--- src/rtl/cal_uart_rx.sv ---
// UART 8N1 receiver plus 5-byte calibration packet decoder:
// SYNC, addr, data_hi, data_lo, xor checksum -> single-cycle register write strobe.
module cal_uart_rx #(
   parameter int unsigned CLK_DIV   = 12,
   parameter int unsigned TIMEOUT   = 12000,
   parameter logic [7:0]  SYNC_BYTE = 8'hA5
) (
   input  logic        clk_12mhz,
   input  logic        rst,
   input  logic        rx_i,
   output logic        byte_valid,
   output logic [7:0]  byte_data,
   output logic        frame_err,
   output logic        cal_we,
   output logic [2:0]  cal_addr,
   output logic [15:0] cal_data,
   output logic        pkt_err
);

   localparam int unsigned CNT_W = $clog2(CLK_DIV);
   localparam int unsigned TO_W  = $clog2(TIMEOUT + 1);

   typedef enum logic [2:0] {B_IDLE, B_START, B_DATA, B_STOP, B_BREAK} bit_state_t;
   typedef enum logic [2:0] {P_SYNC, P_ADDR, P_DHI, P_DLO, P_CSUM} pkt_state_t;

   logic [1:0]       sync;
   logic             rx;
   bit_state_t       bstate, bstate_n;
   logic [CNT_W-1:0] bcnt, bcnt_n;
   logic [2:0]       bidx, bidx_n;
   logic [7:0]       shift, shift_n;
   logic             valid_n, ferr_n;
   logic [7:0]       data_n;

   pkt_state_t       pstate, pstate_n;
   logic [2:0]       addr_q, addr_n;
   logic [7:0]       dhi, dhi_n, dlo, dlo_n;
   logic [TO_W-1:0]  tcnt, tcnt_n;
   logic             we_n, perr_n;
   logic [2:0]       cal_addr_n;
   logic [15:0]      cal_data_n;

   assign rx = sync[1];

   // State and registered outputs
   always_ff @(posedge clk_12mhz or posedge rst) begin
      if (rst) begin
         sync       <= 2'b11;
         bstate     <= B_IDLE;
         bcnt       <= '0;
         bidx       <= '0;
         shift      <= '0;
         byte_valid <= 1'b0;
         byte_data  <= '0;
         frame_err  <= 1'b0;
         pstate     <= P_SYNC;
         addr_q     <= '0;
         dhi        <= '0;
         dlo        <= '0;
         tcnt       <= '0;
         cal_we     <= 1'b0;
         cal_addr   <= '0;
         cal_data   <= '0;
         pkt_err    <= 1'b0;
      end else begin
         sync       <= {sync[0], rx_i};
         bstate     <= bstate_n;
         bcnt       <= bcnt_n;
         bidx       <= bidx_n;
         shift      <= shift_n;
         byte_valid <= valid_n;
         byte_data  <= data_n;
         frame_err  <= ferr_n;
         pstate     <= pstate_n;
         addr_q     <= addr_n;
         dhi        <= dhi_n;
         dlo        <= dlo_n;
         tcnt       <= tcnt_n;
         cal_we     <= we_n;
         cal_addr   <= cal_addr_n;
         cal_data   <= cal_data_n;
         pkt_err    <= perr_n;
      end
   end

   // Bit-level deserialiser; samples mid-bit, leaves STOP mid stop bit for back-to-back frames
   always_comb begin
      bstate_n = bstate;
      bcnt_n   = bcnt;
      bidx_n   = bidx;
      shift_n  = shift;
      valid_n  = 1'b0;
      ferr_n   = 1'b0;
      data_n   = byte_data;
      case (bstate)
         B_IDLE: begin
            if (!rx) begin
               bstate_n = B_START;
               bcnt_n   = CNT_W'(CLK_DIV / 2 - 1);
            end
         end
         B_START: begin
            if (bcnt != '0) begin
               bcnt_n = bcnt - 1'b1;
            end else if (!rx) begin
               bstate_n = B_DATA;
               bidx_n   = '0;
               bcnt_n   = CNT_W'(CLK_DIV - 1);
            end else begin
               bstate_n = B_IDLE;
            end
         end
         B_DATA: begin
            if (bcnt != '0) begin
               bcnt_n = bcnt - 1'b1;
            end else begin
               shift_n = {rx, shift[7:1]};
               bcnt_n  = CNT_W'(CLK_DIV - 1);
               bidx_n  = bidx + 3'd1;
               if (bidx == 3'd7) bstate_n = B_STOP;
            end
         end
         B_STOP: begin
            if (bcnt != '0) begin
               bcnt_n = bcnt - 1'b1;
            end else if (rx) begin
               valid_n  = 1'b1;
               data_n   = shift;
               bstate_n = B_IDLE;
            end else begin
               ferr_n   = 1'b1;
               bstate_n = B_BREAK;
            end
         end
         B_BREAK: begin
            // A held-low line must return high before a new start bit is accepted
            if (rx) bstate_n = B_IDLE;
         end
         default: bstate_n = B_IDLE;
      endcase
   end

   // Packet decoder with inter-byte timeout
   always_comb begin
      pstate_n   = pstate;
      addr_n     = addr_q;
      dhi_n      = dhi;
      dlo_n      = dlo;
      tcnt_n     = '0;
      we_n       = 1'b0;
      perr_n     = 1'b0;
      cal_addr_n = cal_addr;
      cal_data_n = cal_data;
      if (pstate == P_SYNC) begin
         if (byte_valid && byte_data == SYNC_BYTE) pstate_n = P_ADDR;
      end else if (frame_err) begin
         pstate_n = P_SYNC;
      end else if (byte_valid) begin
         case (pstate)
            P_ADDR: begin
               if (byte_data[7:3] == 5'd0) begin
                  addr_n   = byte_data[2:0];
                  pstate_n = P_DHI;
               end else begin
                  perr_n   = 1'b1;
                  pstate_n = P_SYNC;
               end
            end
            P_DHI: begin
               dhi_n    = byte_data;
               pstate_n = P_DLO;
            end
            P_DLO: begin
               dlo_n    = byte_data;
               pstate_n = P_CSUM;
            end
            P_CSUM: begin
               if (byte_data == ({5'd0, addr_q} ^ dhi ^ dlo)) begin
                  we_n       = 1'b1;
                  cal_addr_n = addr_q;
                  cal_data_n = {dhi, dlo};
               end else begin
                  perr_n = 1'b1;
               end
               pstate_n = P_SYNC;
            end
            default: pstate_n = P_SYNC;
         endcase
      end else if (tcnt == TO_W'(TIMEOUT - 1)) begin
         perr_n   = 1'b1;
         pstate_n = P_SYNC;
      end else begin
         tcnt_n = tcnt + 1'b1;
      end
   end

endmodule

--- config.mk ---
export PLATFORM = sky130hd
export DESIGN_NAME = cal_uart_rx
export DESIGN_NICKNAME = d
export VERILOG_FILES = /design/src/rtl/cal_uart_rx.sv
export SDC_FILE = /design/constraint.sdc
export NUM_CORES = 1
export LEC_CHECK = 0
export ABC_AREA = 1
export BUFFER_PORTS_ARGS = -buffer_cell sky130_fd_sc_hd__buf_2
export CAP_MARGIN = 10
export CORE_ASPECT_RATIO = 0.7
export CORE_MARGIN = 1
export CORE_UTILIZATION = 55
export CTS_CLUSTER_DIAMETER = 30
export DETAILED_ROUTE_END_ITERATION = 10
export PLACE_DENSITY = 0.81
export SYNTH_ARGS = -nofsm -noshare
export SYNTH_HDL_FRONTEND = slang
export SYNTH_SLANG_ARGS = --single-unit
--- constraint.sdc ---
create_clock -name clk_12mhz -period 4.64 [get_ports clk_12mhz]
set_clock_uncertainty 0.05 [all_clocks]
set_input_delay 0.232 -clock clk_12mhz [delete_from_list [all_inputs] [get_ports clk_12mhz]]
set_output_delay 0.232 -clock clk_12mhz [all_outputs]
set_load 0.03 [all_outputs]
# After elaboration in Yosys (flattened, before gate mapping)
# Index checks and enable logic that the tools add are counted.
dict set report totals {
  ff_bits 87
  input_bits 3
  out_inout_bits 31
  wordCells 113
}
dict set report op_classes {
  addsub 3
  n_eq_ne 22
  mux 48
  bitwise 5
  n_reduce_logical 18
}
# operator n
set ops {}
lappend ops {{two-way mux 14 bit} 4}
lappend ops {{two-way mux 3 bit} 15}
lappend ops {{two-way mux 4 bit} 5}
lappend ops {{two-way mux 1 bit} 17}
lappend ops {{inequality test 2 bit, second input constant} 8}
lappend ops {{one-hot mux 4 bit (4 select lines)} 1}
lappend ops {{AND reduction 4 bit} 4}
lappend ops {{one-hot mux 3 bit (5 select lines)} 1}
lappend ops {{adder 14 x 1 -> 14 bit, second input constant} 1}
lappend ops {{equality test 14 bit, second input constant} 1}
lappend ops {{equality test 3 x 2 -> 1 bit, second input constant} 4}
lappend ops {{nonzero test 4 bit} 3}
lappend ops {{AND reduction 5 bit} 2}
lappend ops {{equality test 3 bit, second input constant} 3}
lappend ops {{one-hot mux 3 bit (3 select lines)} 1}
lappend ops {{equality test 8 bit} 1}
lappend ops {{equality test 8 bit, second input constant} 1}
lappend ops {{bitwise XOR 3 x 8 -> 8 bit} 1}
lappend ops {{bitwise XOR 8 bit} 1}
lappend ops {{equality test 3 x 1 -> 1 bit, second input constant} 2}
lappend ops {{zero test 3 bit} 2}
lappend ops {{one-hot mux 3 bit (2 select lines)} 1}
lappend ops {{AND reduction 6 bit} 1}
lappend ops {{zero test 5 bit} 1}
lappend ops {{11 further kinds} 15}

# Logic depth before layout (Yosys ltp)
# Gate-level depths: netlist of the first run.
dict set report logic_depth {
  depth_word 8
  mapped_depth 12
  depth_no_buf 10
}

# Worst setup path after synthesis of the first run
# OpenSTA, ideal clock, no wires.
dict set report synth_path {
  kind {register to register}
  start {register byte_data[2]}
  end {register cal_data[0]}
  t_arrival_ns 1.494
  setup_slack_ns 2.974
  path_stages_with_launch 11
  synth_period_minus_slack_ns 1.666
  path_cell_list {dfrtp_1 > inv_1 > nand2_1 > nand2_1 > xnor2_1 > nor2_1 > nand3_2 > buf_6 > buf_8 > nand2_1 > o21ai_1}
}
dict set report synth_via {
  elab_chain_cells 2
}
# item line_no
set synth_lines {}
lappend synth_lines {{start, declared} 12} ;# output logic [7:0] byte_data,
lappend synth_lines {{start signal, assigned} 72} ;# byte_data <= data_n;
lappend synth_lines {{equality test 8 bit} 178} ;# if (byte_data == ({5'd0, addr_q} ^ dhi ^ dlo)) begin
lappend synth_lines {{AND reduction 5 bit (no source line)} n/a}
lappend synth_lines {{end signal, assigned} 81} ;# cal_data <= cal_data_n;
lappend synth_lines {{end, declared} 16} ;# output logic [15:0] cal_data,
# No other way between the ends.
# A chain may end at the register's enable or synchronous reset.

# Final worst setup path of the first run
dict set report layout_path {
  start {register byte_data[5]}
  end {register cal_addr[0]}
}
dict set report layout_via {
  elab_chain_cells 2
}
# item line_no
set layout_lines {}
lappend layout_lines {{equality test 8 bit} 178}
lappend layout_lines {{AND reduction 5 bit (no source line)} n/a}
lappend layout_lines {{end signal, assigned} 80} ;# cal_addr <= cal_addr_n;
lappend layout_lines {{end, declared} 15} ;# output logic [2:0] cal_addr,
# No other way between the ends.

==> impl_results.md, run 1 <==
- Rows: 25
- Distinct cells, synth: 33
- R2R depth: 9
- Sw Share: 27.24%
- Largest net degree at the start of global routing: 73
- Diodes inserted: 0
- Async S/R FF share, synth: 100.0%
- I/O Buffers: 33
- Avg Vias per Cell: 5.168
- Compound-cell area share of the yosys netlist: 9.224%
- Final min period: 2.151 ns
- Worst slew pin tran: 0.8697 ns
- Final Power: 1.650 mW
- Top cell type's share of synthesized area: 52.98%
- First-pass GRT wire length: 13190 um
- CTS root buffer: clkbuf_8
- Fillers: 595
- Die Y: 73.49 um
- Required @ worst endpoint: 4.83 ns
- Fmax: 464.9 MHz
- Total GRT Usage: 22.31%
- P_sw: 0.4496 mW
- Initial Utilization: 58.08%
- Clock power share: 34.4%
- Sequential fraction of the synthesis area: 54.28%
- Grt total ovfl: 0
- Final setup TNS: 0 ns
- Placed Area: 4244 um2
- Max IR drop VDD: 0.1898 mV
- Initial antenna violation count: 0
- Initial drt markers: 206
- Die W: 104.1 um
- Combinational share of power: 15.2%
- Ratio of cells with drive above 1 in the final layout: 15.56%
- CP arrival: 2.35 ns
- Mapped Area: 4015 um2
- Met1 Use GR: 28.49%
- Clk slew on worst S/H paths: 0.08 ns
- Layout net count: 518
- Post-Synth Adder-Cell Area: 1.558%
- Yosys warnings: 0
- Core Region: 6913 um2
- Vias in the first global route: 2974
- Hold Crit Class: input port to async pin
- Number of routed nets with antenna violations: 0
- Crit end category: register
- Multiplexer share of the synthesized area: 1.963%
- Slew Viols, Final: 0
- Unrepaired setup endpoints after global routing: false
- Power per cell area: 368.7 nW/um2
- Max cap viols: 0
- DRC violations left: 0
- Busiest grt layer: met2
- CTS Buffer Depth: 2
- Largest family of logic cells by synthesized area: simple AND/OR/NAND/NOR gates
- Cts repair resizes: 0
- Most instantiated cells after synthesis: nand2_1, dfrtp_1, inv_1, o21ai_0, nor2_1
- Slew headroom: 42.02%
- Worst setup SP type: register
- Post-synth top area cell: dfrtp_1
- Reg power frac: 50.4%
- Ports: 34
- Util after Layout: 64.74%
- Cells after synthesis: 471
- Area Growth Syn to Fin: 11.47%
- Final setup viols: 0
- Post-synth EDFFs: 0
- Leakage power: 2.261 nW
- GRT met2 Usage: 37.11%
- Period Utilization, post-route: 46.36%
- Clk_lat worst skew: 0.36 ns
- Dominant synthesized flop cell: dfrtp_1
- Critical path fanouts, max: 39
- Synth Register Bits: 87
- Post-synthesis simple-gate area fraction: 24.03%
- Total CTS buffers: 9
- Status: finished, final reports clean
- Count leader, synth: nand2_1
- Via count: 3142
- Critical path class: register to register
- Sink Count: 87
- Final HPWL DP: 5585 um
- Final instance area: 4476 um2
- Post-synth net total: 479
- Fin. Hold Viols: 0
- RD Place Congestion: 0.8376
- Final wirelength: 7688 um
- CTS tree: built
- Maximum level of the CTS H-tree: 3
- Syn Area/Cell: 8.525 um2
- Top cells by area, synth: dfrtp_1, nand2_1, o21ai_0
- Met3 GRT Util: 6.122%
- DRT Pass-1 Iters: 4
- P_int: 1.201 mW
- Post-synthesis xor/xnor area fraction: 1.963%
- Die area: 7651 um2
- DR WL/cell: 12.64 um
stage by stage:
| stage | hold slack, ns | setup slack, ns | cells |
|---|---|---|---|
| final | 0.2965 | 2.489 | 608 |
| after floorplan | 0.1865 | 2.111 | 471 |
| after global routing | 0.3083 | 2.231 | 608 |
| after CTS | 0.2889 | 2.497 | 608 |
| after global placement | 0.1232 | 2.640 | 591 |
| after detailed placement | 0.1306 | 2.512 | 591 |
worst max-delay path, cell delays in order, from the launching register on:
cell and delay [ns]:
dfrtp_1 0.44, inv_2 0.12, nand2_2 0.06, nand2_1 0.06
nand2_1 0.05, nand2_1 0.09, nand3_1 0.09, nor2_1 0.14
nand3_2 0.53, o21ai_0 0.41
power groups by stage:
stage / clock network, mW / logic, mW / registers [mW]
after floorplan: 0 / 0.190 / 0.843
after global placement: 0 / 0.235 / 0.843
after detailed placement: 0 / 0.249 / 0.846
after CTS: 0.577 / 0.253 / 0.832
after global routing: 0.605 / 0.292 / 0.838
final: 0.568 / 0.251 / 0.832
flip-flops by register name (all words and copies together) (netlist names):
signal,cells
cal_data,16
tcnt,14
byte_data,8
dhi,8
dlo,8
shift,8
bcnt,4
addr_q,3
bidx,3
bstate,3
cal_addr,3
pstate,3
sync,2
byte_valid,1
cal_we,1
frame_err,1
pkt_err,1
path summary, 6_finish.rpt:
| path | start | endpoint | slack (ns) |
|---|---|---|---|
| min in group clk_12mhz | sync[0] | sync[1] | 0.31 |
| worst min-delay path | rst | bidx[2] | 0.30 |
| worst min register to register | sync[0] | sync[1] | 0.31 |
| max in group asynchronous | rst | cal_addr[0] | 3.11 |
| worst max register to register | byte_data[5] | cal_addr[0] | 2.49 |
| worst max-delay path | byte_data[5] | cal_addr[0] | 2.49 |
kinds of logic (layout without fill, tap and decap cells):
logic type,after synthesis,after routing
AO/OA/AOI/OAI,72,72
buffers and inverters,66,109
XOR/XNOR,9,9
AND/OR/NAND/NOR,225,225
multiplexers,7,7
adder cells (fa/ha/maj),5,5
flip-flops,87,87
layout by cell type, fill, tap and decap left out, types with 2 or more instances in the layout:
| cell type | n |
|---|---|
| inv_1 | 50 |
| o21ai_1 | 11 |
| buf_2 | 33 |
| nor2_1 | 33 |
| bufinv_16 | 2 |
| xnor2_1 | 4 |
| xor2_1 | 5 |
| clkbuf_8 | 10 |
| nand2_2 | 5 |
| nand4_1 | 4 |
| o21ai_0 | 51 |
| dfstp_2 | 2 |
| a22oi_1 | 2 |
| nand3_2 | 4 |
| ha_1 | 5 |
| dfrtp_1 | 85 |
| nor2_2 | 4 |
| inv_2 | 7 |
| nand3_1 | 23 |
| nor3_1 | 8 |
| a21oi_1 | 6 |
| mux2_2 | 7 |
| nand2_1 | 137 |
| nor3b_1 | 2 |
| clkinv_2 | 3 |
| dlygate4sd3_1 | 2 |
final cells by class:
class                           instances  area [um2]  share of cell area, %
Inverter                               58       219.0                  4.892
Clock buffer                           11       141.4                  3.159
Timing Repair Buffer                   36       192.7                  4.305
Sequential cell                        87        2180                  48.70
Clock inverter                          4       70.07                  1.566
Tap cell                               94       117.6                  2.628
Multi-Input combinational cell        318        1555                  34.75
per-layer routing:
layer	up-vias	part of all wire (%)
li1	1581	-
met1	1464	49
met2	87	46
met3	10	4.6
met4	0	1.0
met5	-	0
what timing repair did:
action | CTS | global route
buffers inserted | 0 | 0
endpoints found under the hold margin | 16 | 0
hold buffers | 2 | 0
No activity file was read; power rests on OpenSTA's default activity.
==> run 2: changes to the inputs <==
- clock period: 4.64 -> 2.05 ns (I/O delays scaled with it)
==> run 2 against run 1 <==
Against the previous run:
- clock-buffer cell count down 2
- wire length up 1.5%
- non-clock buffer count up 2
- sequential share of layout area down 0.095 points
- clock power up 88%
==> impl_results.md, run 2 (same netlist as run 1, synthesis figures left out) <==
- Status: finished, final reports clean
- Fmax: 564.1 MHz (+21%)
- Finished Layout Cells: 611 (+0.49%)
- CTS Buffer Depth: 2 (unchanged)
- Ports: 34 (unchanged)
- CTS tree: built
- Final wirelength: 7807 um (+1.5%)
- Period Utilization, post-route: 86.47% (+40 points)
- Max IR drop VDD: 0.6154 mV (+220%)
- RD Place Congestion: 0.8264 (-1.3%)
- Worst setup SP type: register
- Top Registers: cal_data (16), tcnt (14)
- Pre-CTS WS: 0.2381 ns (-2.274 ns)
- Grt total ovfl: 0 (unchanged)
- Die Y: 73.49 um (unchanged)
- Initial Utilization: 58.08% (unchanged)
- Area Growth Syn to Fin: 11.69%
- Most common cell after layout, fill and taps aside: nand2_1
- Required @ worst endpoint: 2.22 ns (-2.61 ns)
- Slew Viols, Final: 0 (unchanged)
- Initial drt markers: 163 (-21%)
- Die W: 104.1 um (unchanged)
- Unrepaired setup endpoints after global routing: false
- DRT Pass-1 Iters: 5 (+1)
- Most flops, register: cal_data
- Avg Vias per Cell: 5.167 (about the same)
- CTS root buffer: clkbuf_8
- Final HPWL DP: 5573 um (-0.20%)
- Via count: 3157 (+0.48%)
- Clk slew on worst S/H paths: 0.09 ns (about the same)
- Power per cell area: 785.6 nW/um2 (+110%)
- First-pass GRT wire length: 13430 um (+1.8%)
- Die area: 7651 um2 (unchanged)
- Diodes inserted: 0 (unchanged)
- Critical path fanouts, max: 15 (-62%)
- Final min period: 1.773 ns (-0.3785 ns)
- Maximum level of the CTS H-tree: 3 (unchanged)
- Post-CTS Setup Bufs: 0 (unchanged)
- Final setup TNS: 0 ns (unchanged)
- Fin. Hold Viols: 0 (unchanged)
- Layout net count: 520 (+0.39%)
- Total CTS buffers: 9 (unchanged)
- Final setup viols: 0 (unchanged)
- Initial antenna violation count: 0 (unchanged)
- Largest net degree at the start of global routing: 70 (-4.1%)
- I/O Buffers: 33 (unchanged)
- Max cap viols: 0 (unchanged)
- Leakage power: 2.247 nW (-0.59%)
- Number of flip-flops in the largest register: 16 (unchanged)
- Slew headroom: 63.60% (+22 points)
- Total GRT Usage: 22.78% (+0.47 points)
- Hold Crit Class: input port to async pin
- Ratio of cells with drive above 1 in the final layout: 16.25% (+0.68 points)
- CP arrival: 1.95 ns (-0.40 ns)
- Setup WS post-layout: 0.2774 ns (-2.211 ns)
- Critical path class: register to register
- DRC violations left: 0 (unchanged)
- Clk_lat worst skew: 0.36 ns (about the same)
- Rows: 25 (unchanged)
- Final Power: 3.523 mW (+110%)
- Number of routed nets with antenna violations: 0 (unchanged)
- Placed cell count: 593 (+0.34%)
- Vias in the first global route: 3006 (+1.1%)
- Core Region: 6913 um2 (unchanged)
- Most frequent cells in the layout: nand2_1, dfrtp_1, o21ai_0
- Worst slew pin tran: 0.5447 ns (-0.3250 ns)
- Crit end category: register
- Sink Count: 87 (unchanged)
- DR WL/cell: 12.78 um (+1.0%)
-- run 2: cell types whose count changed in the layout (fill, tap and decap cells not counted), sizes merged --
cell      before  now
bufinv         2    0
inv           57   58
buf           34   36
clkbuf        11    9
clkinvlp       0    5
clkinv         3    2
-- run 2: routing by layer --
metal	wire length [um]	up-vias	global-route usage, %	share of wire (%)
met5	0	-	0	0
met2	3581	77	37.56	46
met3	338	7	6.300	4.3
li1	-	1589	-	-
met1	3804	1484	29.59	49
met4	83	0	7.778	1.1
-- run 2: timing repair --
action / 4_1_cts / 5_1_grt
endpoints found under the setup margin: 0 / 1
hold buffers: 2 / 0
endpoints found under the hold margin: 19 / 0
resized for setup: 0 / 1
-- run 2: critical path: stages (launching register included) --
cell,delay (ns)
dfrtp_1,0.38
ha_1,0.19
nand2_1,0.08
nor2_1,0.21
nand4_1,0.21
nand2_4,0.22
o21ai_0,0.16
nand2_1,0.09
nand3_1,0.06
-- run 2: report_power, final --
| group | internal [mW] | switching, mW | total [mW] |
|---|---|---|---|
| sequential | 1.81 | 0.0681 | 1.88 |
| combinational | 0.195 | 0.377 | 0.572 |
| clock | 0.439 | 0.632 | 1.07 |
| total | 2.45 | 1.08 | 3.52 |
-- run 2: path summary, 6_finish.rpt --
kind | from | end | slack [ns] | cells after the start
setup / recovery | tcnt[0] | pstate[1] | 0.28 | 8
setup reg to reg | tcnt[0] | pstate[1] | 0.28 | 8
hold reg to reg | sync[0] | sync[1] | 0.31 | 0
hold / removal | rst | tcnt[2] | 0.23 | 3
min in group clk_12mhz | sync[0] | sync[1] | 0.31 | 0
max in group asynchronous | rst | cal_data[0] | 1.05 | 4
-- run 2: cell type report --
type | instances | area [um2]
Timing Repair Buffer | 38 | 232.7
Tap cell | 94 | 117.6
Fill cell | 594 | 2429
Multi-Input combinational cell | 318 | 1560
Inverter | 58 | 221.5
Sequential cell | 87 | 2180
Clock inverter | 7 | 48.80
Clock buffer | 9 | 123.9
-- run 2: through the flow --
stage,instance area (um2),util (%),hold slack (ns)
2_1_floorplan,4019,-,0.05698
3_3_place_gp,4287,62.01,0.07313
3_5_place_dp,4287,62.01,0.07379
4_1_cts,4479,64.80,0.2295
5_1_grt,4484,64.87,0.2613
6_report,4484,64.87,0.2314
